File: src/rtl/fpnew_req_sched.sv
// fpnew_req_sched: round-robin scheduler that shares one FPU between NumReq
// requesters, tracks per-requester in-flight counts and routes results back
// by the requester id carried in the FPU tag.
// Optional macro FPNEW_REQ_SCHED_RSP_REG_EN inserts a one-entry response spill
// register (1-cycle response latency); without it the response path is combinational.
module fpnew_req_sched #(
  parameter int unsigned NumReq         = 2,
  parameter int unsigned PayloadWidth   = 256,
  parameter int unsigned Width          = 64,
  parameter int unsigned UserTagWidth   = 4,
  parameter int unsigned MaxOutstanding = 4
) (
  input  logic                                          clk_i,
  input  logic                                          rst_ni,
  input  logic                                          flush_i,
  input  logic [NumReq-1:0]                             req_valid_i,
  output logic [NumReq-1:0]                             req_ready_o,
  input  logic [NumReq-1:0][PayloadWidth-1:0]           req_payload_i,
  input  logic [NumReq-1:0][UserTagWidth-1:0]           req_tag_i,
  output logic [NumReq-1:0]                             rsp_valid_o,
  input  logic [NumReq-1:0]                             rsp_ready_i,
  output logic [Width-1:0]                              rsp_result_o,
  output logic [4:0]                                    rsp_status_o,
  output logic [UserTagWidth-1:0]                       rsp_tag_o,
  output logic                                          fpu_in_valid_o,
  input  logic                                          fpu_in_ready_i,
  output logic [PayloadWidth-1:0]                       fpu_payload_o,
  output logic [$clog2(NumReq)+UserTagWidth-1:0]        fpu_tag_o,
  input  logic                                          fpu_out_valid_i,
  output logic                                          fpu_out_ready_o,
  input  logic [Width-1:0]                              fpu_result_i,
  input  logic [4:0]                                    fpu_status_i,
  input  logic [$clog2(NumReq)+UserTagWidth-1:0]        fpu_tag_i,
  output logic                                          fpu_flush_o,
  output logic                                          busy_o
);

  localparam int unsigned IdW  = $clog2(NumReq);
  localparam int unsigned TagW = IdW + UserTagWidth;
  localparam int unsigned CntW = $clog2(MaxOutstanding + 1);

  localparam logic [0:0] IDLE = 1'b0;
  localparam logic [0:0] HOLD = 1'b1;

  logic [0:0]                       state_q, state_d;
  logic [IdW-1:0]                   grant_q, grant_d;
  logic [IdW-1:0]                   rr_ptr_q, rr_ptr_d;
  logic [NumReq-1:0][CntW-1:0]      cnt_q;
  logic [NumReq-1:0]                eligible;
  logic [NumReq-1:0]                cnt_inc, cnt_dec;
  logic                             arb_found;
  logic [IdW-1:0]                   arb_idx;
  int unsigned                      cand;
  logic [IdW-1:0]                   grant;
  logic                             live;
  logic                             issue_hs;
  logic [IdW-1:0]                   out_id;
  logic                             out_valid;
  logic                             rsp_hs;
  logic                             rsp_full;

  // Outputs are quiet while in reset or while a flush is being applied
  assign live        = rst_ni & ~flush_i;
  assign fpu_flush_o = flush_i;

  // Eligibility: valid and below the per-requester in-flight limit
  always_comb begin
    eligible = '0;
    for (int unsigned i = 0; i < NumReq; i++) begin
      eligible[i] = req_valid_i[i] && (cnt_q[i] < CntW'(MaxOutstanding));
    end
  end

  // Round-robin search starting at rr_ptr
  always_comb begin
    arb_found = 1'b0;
    arb_idx   = '0;
    cand      = 0;
    for (int unsigned k = 0; k < NumReq; k++) begin
      cand = (32'(rr_ptr_q) + k) % NumReq;
      if (!arb_found && eligible[IdW'(cand)]) begin
        arb_found = 1'b1;
        arb_idx   = IdW'(cand);
      end
    end
  end

  // Issue side: latched grant while holding, arbitration winner otherwise
  assign grant          = (state_q == HOLD) ? grant_q : arb_idx;
  assign fpu_in_valid_o = live & ((state_q == HOLD) | arb_found);
  assign issue_hs       = fpu_in_valid_o & fpu_in_ready_i;
  assign req_ready_o    = issue_hs ? (NumReq'(1) << grant) : '0;
  assign fpu_payload_o  = req_payload_i[grant];
  assign fpu_tag_o      = {grant, req_tag_i[grant]};

  // Next-state logic for the IDLE/HOLD issue FSM and round-robin pointer
  always_comb begin
    state_d  = state_q;
    grant_d  = grant_q;
    rr_ptr_d = rr_ptr_q;
    if (flush_i) begin
      state_d  = IDLE;
      rr_ptr_d = '0;
    end else begin
      case (state_q)
        IDLE: begin
          if (fpu_in_valid_o && !fpu_in_ready_i) begin
            state_d = HOLD;
            grant_d = arb_idx;
          end
        end
        HOLD: begin
          if (fpu_in_ready_i) state_d = IDLE;
        end
        default: state_d = IDLE;
      endcase
      if (issue_hs) begin
        rr_ptr_d = (grant == IdW'(NumReq - 1)) ? '0 : grant + IdW'(1);
      end
    end
  end

  // FSM state register
  always_ff @(posedge clk_i or negedge rst_ni) begin
    if (!rst_ni) begin
      state_q  <= IDLE;
      grant_q  <= '0;
      rr_ptr_q <= '0;
    end else begin
      state_q  <= state_d;
      grant_q  <= grant_d;
      rr_ptr_q <= rr_ptr_d;
    end
  end

`ifdef FPNEW_REQ_SCHED_RSP_REG_EN
  logic                 rsp_full_q;
  logic [Width-1:0]     rsp_result_q;
  logic [4:0]           rsp_status_q;
  logic [TagW-1:0]      rsp_tag_q;

  assign out_id          = rsp_tag_q[TagW-1 -: IdW];
  assign out_valid       = rsp_full_q;
  assign rsp_full        = rsp_full_q;
  assign rsp_result_o    = rsp_result_q;
  assign rsp_status_o    = rsp_status_q;
  assign rsp_tag_o       = rsp_tag_q[UserTagWidth-1:0];
  // Accept when empty or when the held entry leaves this cycle (no bubble)
  assign fpu_out_ready_o = live & (~rsp_full_q | rsp_ready_i[out_id]);

  // One-entry response spill register
  always_ff @(posedge clk_i or negedge rst_ni) begin
    if (!rst_ni) begin
      rsp_full_q   <= 1'b0;
      rsp_result_q <= '0;
      rsp_status_q <= '0;
      rsp_tag_q    <= '0;
    end else if (flush_i) begin
      rsp_full_q   <= 1'b0;
    end else if (fpu_out_valid_i && fpu_out_ready_o) begin
      rsp_full_q   <= 1'b1;
      rsp_result_q <= fpu_result_i;
      rsp_status_q <= fpu_status_i;
      rsp_tag_q    <= fpu_tag_i;
    end else if (rsp_hs) begin
      rsp_full_q   <= 1'b0;
    end
  end
`else
  assign out_id          = fpu_tag_i[TagW-1 -: IdW];
  assign out_valid       = fpu_out_valid_i;
  assign rsp_full        = 1'b0;
  assign rsp_result_o    = fpu_result_i;
  assign rsp_status_o    = fpu_status_i;
  assign rsp_tag_o       = fpu_tag_i[UserTagWidth-1:0];
  assign fpu_out_ready_o = live & rsp_ready_i[out_id];
`endif

  // Route the response to the requester named by the tag MSBs
  assign rsp_valid_o = (live & out_valid) ? (NumReq'(1) << out_id) : '0;
  assign rsp_hs      = live & out_valid & rsp_ready_i[out_id];

  // Per-requester issue/response events
  always_comb begin
    cnt_inc = '0;
    cnt_dec = '0;
    for (int unsigned i = 0; i < NumReq; i++) begin
      cnt_inc[i] = issue_hs && (grant == IdW'(i));
      cnt_dec[i] = rsp_hs && (out_id == IdW'(i));
    end
  end

  // Saturating in-flight counters; simultaneous issue and response cancel
  always_ff @(posedge clk_i or negedge rst_ni) begin
    if (!rst_ni) begin
      cnt_q <= '0;
    end else if (flush_i) begin
      cnt_q <= '0;
    end else begin
      for (int unsigned i = 0; i < NumReq; i++) begin
        if (cnt_inc[i] && !cnt_dec[i] && (cnt_q[i] < CntW'(MaxOutstanding))) begin
          cnt_q[i] <= cnt_q[i] + CntW'(1);
        end else if (cnt_dec[i] && !cnt_inc[i] && (cnt_q[i] != '0)) begin
          cnt_q[i] <= cnt_q[i] - CntW'(1);
        end
      end
    end
  end

  assign busy_o = (|cnt_q) | (state_q == HOLD) | rsp_full;

  // A response for a requester with nothing in flight is a protocol error
  a_rsp_has_owner: assert property (@(posedge clk_i) disable iff (!rst_ni)
    rsp_hs |-> (cnt_q[out_id] != '0));

endmodule

File: config.mk
export PLATFORM = sky130hd
export DESIGN_NAME = fpnew_req_sched
export DESIGN_NICKNAME = d
export VERILOG_FILES = /design/src/rtl/fpnew_req_sched.sv
export SDC_FILE = /design/constraint.sdc
export NUM_CORES = 1
export LEC_CHECK = 0
export BUFFER_PORTS_ARGS = -buffer_cell sky130_fd_sc_hd__clkbuf_2
export CAP_MARGIN = 10
export CORE_AREA = 4 4 367 369
export CTS_BUF_LIST = sky130_fd_sc_hd__clkbuf_8
export DETAILED_ROUTE_END_ITERATION = 10
export DIE_AREA = 0 0 371 373
export PLACE_DENSITY = 0.3
export SYNTH_ARGS = -nofsm -noshare
export SYNTH_HDL_FRONTEND = slang
export SYNTH_SLANG_ARGS = --single-unit
File: constraint.sdc
create_clock -name clk_i -period 5 [get_ports clk_i]
set_input_delay 0.5 -clock clk_i [delete_from_list [all_inputs] [get_ports clk_i]]
set_output_delay 0.5 -clock clk_i [all_outputs]
set_load 0.05 [all_outputs]
Word level (Yosys, flattened, before mapping)
Index checks and enable logic that the tools add are counted.

word-level totals
  memories kept = 0
  register bits = 9
  ROM bits = 0
  bits of input ports = 603
  latch bits = 0
  RAM bits = 0
  output and inout port bits = 342

cells by class
  $mul = 0
  add/subtract/negate cells = 6
  div/mod/pow operators = 0
  equal/unequal tests = 0
  $lt $le $gt $ge = 6
  reduce and logical (&&, ||, !) cells = 29
  bitwise operators = 12
  muxes and demuxes = 29
  shifts and indexed selects = 2

operators with widths
  cell                                                number
  2-to-1 mux 256 bit                                  2
  2-to-1 mux 1 bit                                    17
  logical AND 1 bit                                   16
  2-to-1 mux 3 bit                                    4
  nonzero test 3 bit                                  4
  < comparator 1 x 2 -> 1 bit, second input constant  4
  2-to-1 mux 4 bit                                    2
  adder 3 x 1 -> 3 bit, second input constant         2
  AND 1 bit                                           6
  logical NOT 1 bit                                   6
  < comparator 3 bit, second input constant           2
  2-to-1 mux 6 bit                                    1
  OR reduction 6 bit                                  1
  subtractor 3 x 1 -> 3 bit, second input constant    2
  2-to-1 mux 2 bit                                    2
  inverter 1 bit                                      4
  << shifter 1 x 1 -> 2 bit, first input constant     2
  AND reduction 3 bit                                 1
  adder 1 bit, second input constant                  2
  bitwise OR 1 bit                                    2
  one-hot mux 1 bit (2 select lines)                  1
  nonzero test 2 bit                                  1

Longest topological paths before layout
Gate-level depths: netlist (run 1).

  word-level depth = 18
  depth in mapped cells = 11
  gate-level depth less buffers = 10

Worst setup path after synthesis (run 1)
Ideal clock, no wire load.

  path type = in2out
  start = input port req_valid_i[0]
  end = output port fpu_payload_o[137]
  arrival = 1909 ps
  stages on the path = 8
  data required time = 4500 ps
  setup slack = 2591 ps
  cells stage by stage = nor3b_4 > o31a_4 > inv_2 > buf_6 > buf_2 > buf_2 > nand2_1 > nand2_1

on the way
  longest elaborated chain between the ends = 10

RTL lines
  item                                                      RTL line  text
  start, declared                                           16        input logic [NumReq-1:0] req_valid_i,
  logical AND 1 bit *                                       70        eligible[i] = req_valid_i[i] && (cnt_q[i] < CntW'(MaxOutstanding));
  2-to-1 mux 1 bit (not written as such) (2 in series)      81        if (!arb_found && eligible[IdW'(cand)]) begin
  2-to-1 mux 1 bit                                          81
  logical NOT 1 bit                                         81
  logical AND 1 bit                                         81
  2-to-1 mux 1 bit *                                        81
  2-to-1 mux 1 bit *                                        89        assign grant = (state_q == HOLD) ? grant_q : arb_idx;
  2-to-1 mux 256 bit (not written as such) * (2 in series)  93        assign fpu_payload_o = req_payload_i[grant];
  end, declared                                             27        output logic [PayloadWidth-1:0] fpu_payload_o,

Every way passes the cells marked *; elsewhere a longest branch is shown, timed or not. The select of a mux whose other input is x is not followed.

Worst setup path in the final report (run 1)
  start = register cnt_q[2] (netlist name)
  end = output port fpu_payload_o[5]

on the way
  longest elaborated chain between the ends = 11

RTL lines
  item                                                      RTL line  text
  start, declared                                           48        logic [NumReq-1:0][CntW-1:0] cnt_q;
  start signal, assigned by index                           202       cnt_q[i] <= cnt_q[i] + CntW'(1);
  start signal, assigned by index                           204       cnt_q[i] <= cnt_q[i] - CntW'(1);
  < comparator 3 bit *                                      70
  logical AND 1 bit *                                       70
  2-to-1 mux 1 bit (not written as such) (2 in series)      81
  2-to-1 mux 1 bit                                          81
  logical NOT 1 bit                                         81
  logical AND 1 bit                                         81
  2-to-1 mux 1 bit *                                        81
  2-to-1 mux 1 bit *                                        89
  2-to-1 mux 256 bit (not written as such) * (2 in series)  93

Marked as above.

==> results.txt, run 1 <==
----------------------------------------------------
[Setup path]
  Capture instance of the worst register-to-register path ... cnt_q[4]$_DFFE_PN0P_
  Worst setup path class ... reg2out
  Worst EP arrival ... 3.13 ns
  Required time of the critical path ... 4.50 ns
  Flop-to-flop setup slack ... 1.85 ns
  Worst R2R Path Depth ... 10
  Sort of element at the start of the critical path ... register
  Maximum fanout along the worst path ... 106
  Startpoint of the lowest-slack register-to-register path ... cnt_q[2]$_DFFE_PN0P_
  End point of the critical path ... fpu_payload_o[5]
  Setup crit start ... cnt_q[2]$_DFFE_PN0P_
  Critical path endpoint category ... output port

[GRT]
  Grt total ovfl ... 0
  Overall routing resource usage ... 12.2%
  Initial antenna violation count ... 63
  Maximum number of pins on one net before global-route repair ... 141
  Wire length of the first global-routing pass ... 109000 µm
  Vias in the first global route ... 9248

[Timing]
  Final count of negative-setup-slack endpoints ... 0
  Final period demand of the worst path ... 3.63 ns
  Number of failing hold endpoints at the final stage ... 0
  Clock tree skew after final layout ... 0.00502 ns
  Summed negative setup slack over all endpoints ... 0 ns
  Worst rel slew slack ... 26.9%
  Share of the clock period used by the worst path ... 72.6%
  Slew Limit Fails ... 0
  Final Hold Slack ... 0.148 ns
  Setup repair after global routing missed its margin ... no
  Max Fclk ... 0.275 GHz
  Pin slew with the least headroom to its limit ... 1.10 ns

[Logic synthesis]
  Yosys warning count ... 0
  Yosys top cell area share ... 64.1%
  Mapped Area ... 0.00462 mm²
  Post-synthesis area per instance ... 4.58 µm²
  Main area contributors after synthesis ... nand2_1, buf_4, dfrtp_1
  Synth cell types ... 43
  Sequential fraction of the synthesis area ... 4.88%
  Total of flip-flops plus latches after synthesis ... 9
  Count of mapped cells out of synthesis ... 1007
  Total nets after synthesis ... 1612
  Cell accounting for the most synthesized area ... nand2_1

[Job]
  Maximum capacitance violations ... 0

[Clock network]
  Post-CTS repair timing setup buffer count ... 0
  Cts repair resizes ... 0
  Clock sink count ... 9
  Buffer depth of the longest clock path ... 2
  Clk Latency, worst-skew pair ... 0.24 ns
  Clock tree from TritonCTS ... built
  # hold bufs at CTS ... 0
  H-Tree Level Count ... 1
  CTS clock-pin slew for the worst setup and hold paths ... 0.05 ns
  Root buffer cell ... clkbuf_8
  TritonCTS buffer count ... 3

[Power and ir drop]
  Max rail drop VDD ... 0.137 mV
  PwrDens ... 229 mW/mm²
  Total power consumption of the routed design ... 0.00231 W
  Leakage power of the design ... 6.05 nW

[Detailed routing]
  Antenna-violating nets left ... 0
  Iter 0 DRT Violations ... 483
  Per-cell routed wire length ... 26.1 µm
  Total via count after detailed routing ... 9276
  Overall routed net length ... 89800 µm
  DRC viols ... 0
  Ratio of routed vias to standard cells ... 2.70
  DR pass1 iterations ... 5

[Final layout]
  Fraction of layout instances using a drive strength above 1 ... 49.0%
  Multi-input logic area ... 0.00348 mm²
  Sequential standard cell area ... 225 µm²
  Synthesis-to-layout area growth ... 118%
  Number of nets in the finished design ... 2284
  Non-Filler Instances ... 3441
  Most common cell after layout, fill and taps aside ... clkbuf_2
  Highest-count cells in the layout ignoring fill and taps ... clkbuf_2, nand2_1, nor2_1
  Fill count ... 15900
  Final Util ... 7.69%

[Run status]
  Outcome ... complete, no violations

[Place]
  Final weighted congestion in routability-driven placement ... 0.952
  Count of input and output buffers ... 798
  Number of cells after detailed placement ... 3429
  Detail Placement HPWL ... 84100 µm

[Floorplan]
  Die area ... 0.138 mm²
  Site row count ... 133
  Die width ... 371 µm
  Placeable core area ... 0.131 mm²
  I/O pins ... 945
  Initial core utilization ... 3.52%
  Die Height ... 373 µm

[Worst hold path]
  Worst min-delay path class ... in2async

----------------------------------------------------
==> critical path, stage by stage, from the launching register on <==
cell and delay (ns):
dfrtp_1 0.59, nor3b_4 0.09, o31a_4 0.40, inv_8 0.52, buf_12 0.33, nand2_1 0.18, nand2_1 0.29, clkbuf_2 0.34
==> metal layers <==
layer | vias to the layer above | GRT usage (%) | routed length, µm
met5 | - | 0 | 39
met4 | 6 | 0.229 | 737
met3 | 100 | 5.92 | 11100
met2 | 682 | 21.2 | 42300
met1 | 4191 | 14.4 | 35600
li1 | 4297 | - | -
==> how the worst min path moves through the flow <==
stage / cells past startpoint / startpoint / to
after floorplan: 0 / rst_ni / cnt_q[0]$_DFFE_PN0P_
after global placement: 1 / rst_ni / state_q$_DFF_PN0_
after detailed placement: 1 / rst_ni / state_q$_DFF_PN0_
after CTS: 1 / rst_ni / state_q$_DFF_PN0_
after global routing: 1 / rst_ni / state_q$_DFF_PN0_
final: 1 / rst_ni / state_q$_DFF_PN0_
==> final cells by class <==
type                       instances  share of cell area (%)
timing repair buffer             805                    40.5
multi-input combinational        852                    34.5
tap                             1755                    21.8
sequential                         9                    2.23
clock buffer                       3                   0.409
inverter                           8                   0.372
antenna                            8                   0.199
clock inverter                     1                  0.0372
==> stage by stage <==
stage          cell area (µm²)  setup slack (ns)
3_5_place_dp             10000              1.44
5_1_grt                  10100              1.19
3_3_place_gp             10000              1.44
6_report                 10100              1.37
4_1_cts                  10100              1.27
2_1_floorplan             4620              2.59
==> logic make-up (layout without fill, tap and decap cells) <==
logic type	Yosys count	in the layout	synth area share (%)
fa+ha+maj	2	2	0.867
mux	4	4	0.921
other cells	0	8	0
compound gates	21	21	3.82
buf+inv	146	817	19.8
simple gates	823	823	69.3
xor+xnor	2	2	0.379
flops	9	9	4.88
==> Yosys cell counts (all sizes together) <==
cell type	instances
nand2	788
and4bb	1
o31a	3
xnor2	2
and3b	1
nor2	11
o31ai	3
fa	2
nor2b	4
o21bai	3
clkbuf	15
and2b	1
nand3b	1
mux2i	2
dfrtp	9
inv	8
nor3	2
and3	2
nand4	3
a31oi	1
o221ai	1
nand2b	2
buf	123
mux2	2
nor3b	1
o22ai	2
nand3	2
a21oi	3
or4b	2
and4	1
or3	1
o221a	1
o21ai	2
a211oi	2
==> where the power goes <==
group	switching, W	total [W]	internal (W)
logic	0.00169	0.00213	0.000449
clock network	0.0000331	0.0000870	0.0000539
registers	0.00000693	0.0000848	0.0000779
==> flip-flops by register name, summed over array words and instances (netlist names) <==
name / flops
rr_ptr_q: 1
grant_q: 1
cnt_q: 6
state_q: 1
Note: power is estimated with default switching activity, not from simulation.
==> inputs of run 2 (changes only) <==
Settings changed: CORE_AREA 4 4 367 369 to 4 4 370 372, DIE_AREA 0 0 371 373 to 0 0 374 376.
Clock period 5 ns to 3.3 ns, I/O delays scaled along.
==> run 2 against run 1 <==
  * Count of clock-buffer cells in the layout unchanged
  * Setup slack got worse by 1.2 ns
  * Largest power group unchanged
  * Critical path type unchanged
  * Non-clock buffer count increased by 4
  * Clock power increased by 55%
  * Worst hold slack improved by 0.14 ns
==> results.txt, run 2 (synthesized netlist as in run 1, its figures left out) <==
----------------------------------------------------
[Run status]
  Outcome ... complete, no violations

[Detailed routing]
  DRC viols ... 0
  DR pass1 iterations ... 5
  Ratio of routed vias to standard cells ... 2.65
  Overall routed net length ... 88500 µm
  Iter 0 DRT Violations ... 468
  Total via count after detailed routing ... 9167
  Antenna-violating nets left ... 0
  Per-cell routed wire length ... 25.6 µm

[Final layout]
  Synthesis-to-layout area growth ... 160%
  Largest register FFs ... 6
  Register with the most flip-flops ... cnt_q
  Most common cell after layout, fill and taps aside ... nand2_1
  Fraction of layout instances using a drive strength above 1 ... 49.0%
  Number of nets in the finished design ... 2288
  Non-Filler Instances ... 3455
  Highest-count cells in the layout ignoring fill and taps ... nand2_1, clkbuf_2, buf_12
  Post-route cell area ... 0.0120 mm²
  Fill count ... 16000
  Final Util ... 9.00%

[Clock network]
  Clock sink count ... 9
  Clk Latency, worst-skew pair ... 0.24 ns
  TritonCTS buffer count ... 3
  H-Tree Level Count ... 1
  Clock tree from TritonCTS ... built
  Buffer depth of the longest clock path ... 2
  CTS clock-pin slew for the worst setup and hold paths ... 0.05 ns
  Root buffer cell ... clkbuf_8

[GRT]
  Maximum number of pins on one net before global-route repair ... 140
  Wire length of the first global-routing pass ... 108000 µm
  Initial antenna violation count ... 78
  Grt total ovfl ... 0
  Vias in the first global route ... 9243
  Overall routing resource usage ... 11.8%

[Timing]
  Final period demand of the worst path ... 3.16 ns
  Pin slew with the least headroom to its limit ... 1.02 ns
  Summed negative setup slack over all endpoints ... 0 ns
  Worst rel slew slack ... 32.2%
  Final Hold Slack ... 0.288 ns
  Max Fclk ... 0.316 GHz
  Slew Limit Fails ... 0
  Final count of negative-setup-slack endpoints ... 0
  Number of failing hold endpoints at the final stage ... 0
  Clock tree skew after final layout ... 0.00301 ns
  Setup repair after global routing missed its margin ... no
  Share of the clock period used by the worst path ... 95.8%

[Floorplan]
  Initial core utilization ... 3.46%
  Die Height ... 376 µm
  Die area ... 0.141 mm²
  Die width ... 374 µm
  Site row count ... 134
  Placeable core area ... 0.133 mm²
  I/O pins ... 945

[Setup path]
  Critical Path Max Stage Delay ... 0.51 ns
  Critical path endpoint category ... output port
  Sort of element at the start of the critical path ... register
  End point of the critical path ... fpu_payload_o[225]
  Crit path max-delay cell type ... dfrtp_1
  Maximum fanout along the worst path ... 139
  Worst setup path class ... reg2out
  Worst R2R Path Depth ... 10
  Ordered list of cells on the worst path ... nor3b_4 -> o31a_4 -> buf_12 -> nand2_1 -> nand2_1 -> buf_12
  Worst EP arrival ... 2.83 ns
  Startpoint of the lowest-slack register-to-register path ... cnt_q[2]$_DFFE_PN0P_
  Required time of the critical path ... 2.97 ns
  Capture instance of the worst register-to-register path ... cnt_q[4]$_DFFE_PN0P_
  Flop-to-flop setup slack ... 0.57 ns
  Setup crit start ... cnt_q[2]$_DFFE_PN0P_

[Power and ir drop]
  Leakage power of the design ... 6.70 nW
  PwrDens ... 344 mW/mm²
  Max rail drop VDD ... 0.120 mV

[Place]
  Detail Placement HPWL ... 83100 µm
  Cell area after placement ... 0.0119 mm²
  Count of input and output buffers ... 798
  Number of cells after detailed placement ... 3445
  Final weighted congestion in routability-driven placement ... 0.913

[Worst hold path]
  Worst min-delay path class ... in2reg

[Job]
  Maximum capacitance violations ... 0

----------------------------------------------------
-- run 2: cell count changes in the layout (fill, tap and decap cells not counted) --
cell           before  now
buf_12              3  128
clkbuf_2          798  676
diode_2             8    5
dlygate4sd3_1       0    1
-- run 2: area by class of cell --
type	instances	area, µm²	area share (%)
inverters	8	37.5	0.313
well taps	1768	2210	18.4
clock buffers	3	41.3	0.344
clock inverters	1	3.75	0.0313
multi-input cells	852	3480	29.0
diodes	5	12.5	0.104
flip-flops and latches	9	225	1.88
repair buffers	809	5990	49.9
-- run 2: how the worst min path moves through the flow --
stage,startpoint,end,slack [ns],cells past startpoint
floorplan,rst_ni,cnt_q[0]$_DFFE_PN0P_,0.03,0
global placement,rst_ni,grant_q$_DFFE_PN0P_,0.25,1
detailed placement,rst_ni,grant_q$_DFFE_PN0P_,0.25,1
CTS,fpu_in_ready_i,state_q$_DFF_PN0_,0.29,2
global route,fpu_in_ready_i,state_q$_DFF_PN0_,0.29,2
finish,fpu_in_ready_i,state_q$_DFF_PN0_,0.29,2
-- run 2: worst max-delay path, delay by kind of cell, from the launching register on --
kind / cells / cell delay (ns)
AOI/OAI and AO/OA: 1 / 0.23
DFF: 1 / 0.51
and+or+nand+nor: 3 / 0.97
buffers and inverters: 2 / 0.45
-- run 2: timing repair --
action / CTS / global route
endpoints found under the setup margin: 0 / 0
hold buffers: 1 / 0
hold endpoints to repair: 9 / 0
setup buffers: 0 / 0
gates resized for setup: 0 / 0
-- run 2: metal layers --
metal,global-route usage (%),share of wire (%)
met5,0,0.015
met4,0.630,1.2
met2,20.1,47
met1,14.0,40
met3,6.07,13
-- run 2: stage by stage --
stage	setup slack, ns	power (W)
floorplan	1.13	0.00236
global placement	0.539	0.00409
detailed placement	0.518	0.00408
CTS	0.255	0.00423
global route	0.132	0.00438
finish	0.140	0.00412
-- run 2: power breakdown --
part	total [W]	leakage [nW]	internal [W]	switching [W]
sequential	0.000128	0.123	0.000118	0.0000104
combinational	0.00386	6.55	0.00124	0.00262
clock	0.000135	0.0269	0.0000819	0.0000528
total	0.00412	6.70	0.00144	0.00269
